===== src/rtl/wb_regfile.sv =====
// rtl/wb_regfile.sv - write-back result select, 15-entry register file with bypassed reads, event counters
module wb_regfile #(
  parameter int DATA_W  = 32,
  parameter int COUNT_W = 16
) (
  input  logic               clk,
  input  logic               reset,
  input  logic [DATA_W-1:0]  ReadDataW,
  input  logic [DATA_W-1:0]  ALUOutW,
  input  logic [3:0]         WA3W,
  input  logic               MemToRegW,
  input  logic               RegWriteW,
  input  logic               PCSrcW,
  input  logic [3:0]         RA1D,
  input  logic [3:0]         RA2D,
  input  logic [3:0]         RA3D,
  input  logic [DATA_W-1:0]  PCPlus8D,
  input  logic               count_clr,
  output logic [DATA_W-1:0]  RD1D,
  output logic [DATA_W-1:0]  RD2D,
  output logic [DATA_W-1:0]  RD3D,
  output logic [DATA_W-1:0]  ResultW,
  output logic               PCWriteW,
  output logic [COUNT_W-1:0] retire_count,
  output logic [COUNT_W-1:0] pc_write_count
);

  localparam logic [3:0] PC_IDX = 4'd15;

  logic [DATA_W-1:0] regs [15];
  logic              array_we;

  // Result select, array write enable and PC write strobe.
  // array_we is gated by reset so the bypass never shows a write that
  // the array is about to discard; RegWriteW leads so 0 masks the others.
  always_comb begin
    ResultW  = MemToRegW ? ReadDataW : ALUOutW;
    array_we = RegWriteW && (WA3W != PC_IDX) && !reset;
    PCWriteW = RegWriteW && PCSrcW && (WA3W == PC_IDX);
  end

  // One read port: R15 substitution, then write-through bypass, then array.
  function automatic logic [DATA_W-1:0] read_port(input logic [3:0] ra);
    logic [DATA_W-1:0] data;
    if (ra == PC_IDX) begin
      data = PCPlus8D;
    end else if (array_we && (WA3W == ra)) begin
      data = ResultW;
    end else begin
      data = regs[ra];
    end
    return data;
  endfunction

  // Three independent decode read ports.
  always_comb begin
    RD1D = read_port(RA1D);
    RD2D = read_port(RA2D);
    RD3D = read_port(RA3D);
  end

  // Register array: cleared asynchronously, written on committed edges.
  always_ff @(posedge clk or posedge reset) begin
    if (reset) begin
      for (int i = 0; i < 15; i++) begin
        regs[i] <= '0;
      end
    end else if (array_we) begin
      regs[WA3W] <= ResultW;
    end
  end

  // Event counters: clear wins over increment, arithmetic wraps.
  always_ff @(posedge clk or posedge reset) begin
    if (reset) begin
      retire_count   <= '0;
      pc_write_count <= '0;
    end else if (count_clr) begin
      retire_count   <= '0;
      pc_write_count <= '0;
    end else begin
      if (array_we) begin
        retire_count <= retire_count + COUNT_W'(1);
      end
      if (PCWriteW) begin
        pc_write_count <= pc_write_count + COUNT_W'(1);
      end
    end
  end

endmodule


===== config.mk =====
export PLATFORM = sky130hd
export DESIGN_NAME = wb_regfile
export DESIGN_NICKNAME = d
export VERILOG_FILES = /design/src/rtl/wb_regfile.sv
export SDC_FILE = /design/constraint.sdc
export NUM_CORES = 2
export LEC_CHECK = 0
export BUFFER_PORTS_ARGS = -buffer_cell sky130_fd_sc_hd__buf_2
export CORE_MARGIN = 1
export CORE_UTILIZATION = 30
export CTS_BUF_LIST = sky130_fd_sc_hd__clkbuf_16
export DETAILED_ROUTE_END_ITERATION = 10
export GPL_TIMING_DRIVEN = 0
export SYNTH_ARGS = -nofsm -noshare
export SYNTH_HDL_FRONTEND = slang
export SYNTH_SLANG_ARGS = --single-unit

===== constraint.sdc =====
create_clock -name clk -period 29.2 [get_ports clk]
set_clock_uncertainty 0.15 [all_clocks]
set_input_delay 0 -clock clk [delete_from_list [all_inputs] [get_ports clk]]
set_output_delay 0 -clock clk [all_outputs]
set_load 0.005 [all_outputs]

==> metrics <==
CTS H-tree depth=2; flops & latches, synth=approximately 510; Commonest cells post-synth=dfrtp_1 (512), nand2_1 (384), o21ai_0 (315); Synth async-reset ratio=100%; status=completed; Crit Reg-Reg Endpoint=pc_write_count[10]$_DFFE_PP0P_; relative slew slack=4.48%; sequential share of the synthesized area=about two fifths; RSZ-0062 raised after global routing=false; CTS tree=built; post-synth top area cell=dfrtp_1; WL/cell=31.7 um; worst setup margin=24.92 ns; Place WS=between 20 and 30 ns; initial antenna violation count=5; Synth top area share=39.0%; diode count=0; clock buffer depth=3; Yosys warnings=0; final WL=approximately 160,000 um; vias in the first global route=29,906; Die Height=333 um; Worst R2R Start=pc_write_count[2]$_DFFE_PP0P_; Worst-path clk slew=0.07 ns; syn nets=3,325; First-pass DRT Iterations=6; min-delay src=ReadDataW[4]; post-CTS setup buffers=0; fraction of layout cells with a size suffix above 1=between 20% and 30%; hold path cells=4; clk_lat worst skew=between 0.6 and 0.7 ns; CTS Buf Count=around 60; largest net degree at the start of global routing=121; Slew Viols, Final=0; Rows=120; largest cells by area after synthesis=dfrtp_1 (39%), mux4_2 (19%), mux2i_1 (6.5%); die width=around 330 um; Area growth syn-to-layout=18.2%; # nets final=3,744; Final Cell Area=0.0388 mm^2; DRT iter0 DRCs=~4,300; fin cells=5,074; IO Port Bufs=about 270; Initial Utilization=30.4%; GRT Util Overall=28.5%; count leader, synth=dfrtp_1; setup tns final=0 ns; Final Hold Fails=0; Worst Path Max Fanout=10; Design Power=about 2.4 mW; Worst VDD drop=0.0413 mV; type of origin of the critical path=input port; CTS Sinks=512; leakage power=16.6 nW; CP Class=input port to primary output; Top-Level Pins=between 200 and 300; Placed Area=0.0360 mm^2; global-route congestion overflow total=0; Via density=6.11; final worst path period share=14.6%; WP data arrival=4.13 ns; HPWL Detailed=111,000 um; minimum clock period=between 4 and 5 ns; cell area after synthesis=0.0328 mm^2; Post-synth top flop=dfrtp_1; fmax=roughly 0.23 GHz; Post-synth EDFFs=0; Reg2Reg Setup Slack=27.21 ns; full die area=0.111 mm^2; post-route ant nets=0; Worst Path Required=just under 30 ns; maxcap violations=0; Via Count=31,001; power density over the cells=63.0 mW/mm^2; Final setup viols=0; Min-Delay Path Class=input port to flop; Post-Syn Instances=3,205; slew of the pin with the lowest slew margin=1.43 ns; Critical Path End Type=primary output; global-route wire length before repair=225,000 um; Synth cell types=53; Core Area=0.108 mm^2; Post-Syn Area per Cell=10.2 um^2; Worst Reg2Reg Path Length in Cells=6; cts repair resizes=0; Post-CTS Hold Buffers=87; Residual DRC=0; Placed Instances=4,879; WHS Endpoint=regs[228]$_DFFE_PP0P_; gpl congestion=1.01; clk root buf=clkbuf_16
metal layers:
layer	vias up	wire length (um)	part of all wire, %	track usage (%)
met5	-	36	0.022	0
met4	6	10300	6.4	15.7
met3	480	19700	12	9.24
met2	2221	69100	43	42.4
met1	15642	61800	38	36.5
li1	12652	-	-	-
stage by stage:
step,hold slack (ns),utilization [%]
after floorplan,-0.0869,-
after global placement,0.0649,33.3
after detailed placement,0.0491,33.4
after CTS,0.00277,36.0
after global routing,0.0522,36.0
final,0.00355,36.0
how the worst max path moves through the flow:
stage | from | to | slack [ns] | depth (start not counted)
detailed placement | MemToRegW | RD1D[31] | 25.77 | 7
finish | WA3W[1] | RD2D[25] | 24.92 | 11
floorplan | reset | pc_write_count[0]$_DFFE_PP0P_ | 14.75 | 1
CTS | WA3W[1] | RD2D[25] | 25.06 | 11
global route | WA3W[1] | RD2D[25] | 24.97 | 11
global placement | reset | regs[398]$_DFFE_PP0P_ | 8.07 | 2
cell families after synthesis:
group                    synth area share, %
flip-flops                              39.0
XOR/XNOR                                1.01
adder cells (fa/ha/maj)               0.0762
AO/OA/AOI/OAI                           16.6
AND/OR/NAND/NOR                         11.9
buffers and inverters                   5.43
multiplexers                            26.0
flip-flops by register name (all words and copies together), names as in the netlist:
name	flops
retire_count	16
regs	480
pc_write_count	16
worst max-delay path, cell delays in order:
cell           delay (ns)
dlygate4sd3_1        0.57
buf_2                0.19
nand4_1              0.20
dlygate4sd3_1        0.64
nand2_1              0.25
or3_1                0.17
clkbuf_1             0.34
clkbuf_1             0.85
o22ai_1              0.17
a21oi_1              0.51
buf_2                0.22
cell usage in the layout, fill, tap and decap left out, types with 7 or more instances in the layout:
master / netlist / routed
mux4_2: 279 / 279
clkinv_1: 0 / 18
dlygate4sd3_1: 0 / 87
o21ai_0: 315 / 315
dfrtp_1: 512 / 512
buf_1: 7 / 7
a31o_1: 24 / 24
xor2_1: 11 / 11
a21o_1: 26 / 26
clkbuf_1: 167 / 167
a211oi_1: 51 / 51
clkbuf_16: 0 / 59
o21ai_1: 71 / 71
nand3b_1: 52 / 52
buf_6: 22 / 22
buf_2: 89 / 356
a21oi_1: 240 / 240
inv_1: 40 / 46
or3_1: 8 / 8
nand4_1: 10 / 10
mux2_2: 10 / 10
a2111oi_2: 28 / 28
nand2_1: 384 / 384
buf_4: 37 / 37
a2bb2oi_1: 36 / 36
mux2i_1: 212 / 212
nor2b_1: 57 / 57
clkinv_2: 0 / 10
nand2b_1: 27 / 27
nand3_1: 10 / 10
xnor2_1: 25 / 25
o22ai_1: 98 / 98
nor3_1: 11 / 11
nor2_1: 292 / 292
report_power, final:
group	internal (mW)	leakage, nW	total, mW	switching [mW]
Clock	0.420	0.948	0.758	0.338
Combinational	0.336	9.12	0.679	0.343
Sequential	0.851	6.51	1.01	0.155
Total	1.61	16.6	2.44	0.836
final cells by class:
type	instances	area [um^2]
buffer	323	1630
timing repair buffer	358	2320
inverter	41	161
clock inverter	49	419
multi-input combinational	2329	18200
tap	1403	1760
sequential	512	12800
clock buffer	59	1480
fill	10925	69000
Note: power is estimated with default switching activity, not from simulation.
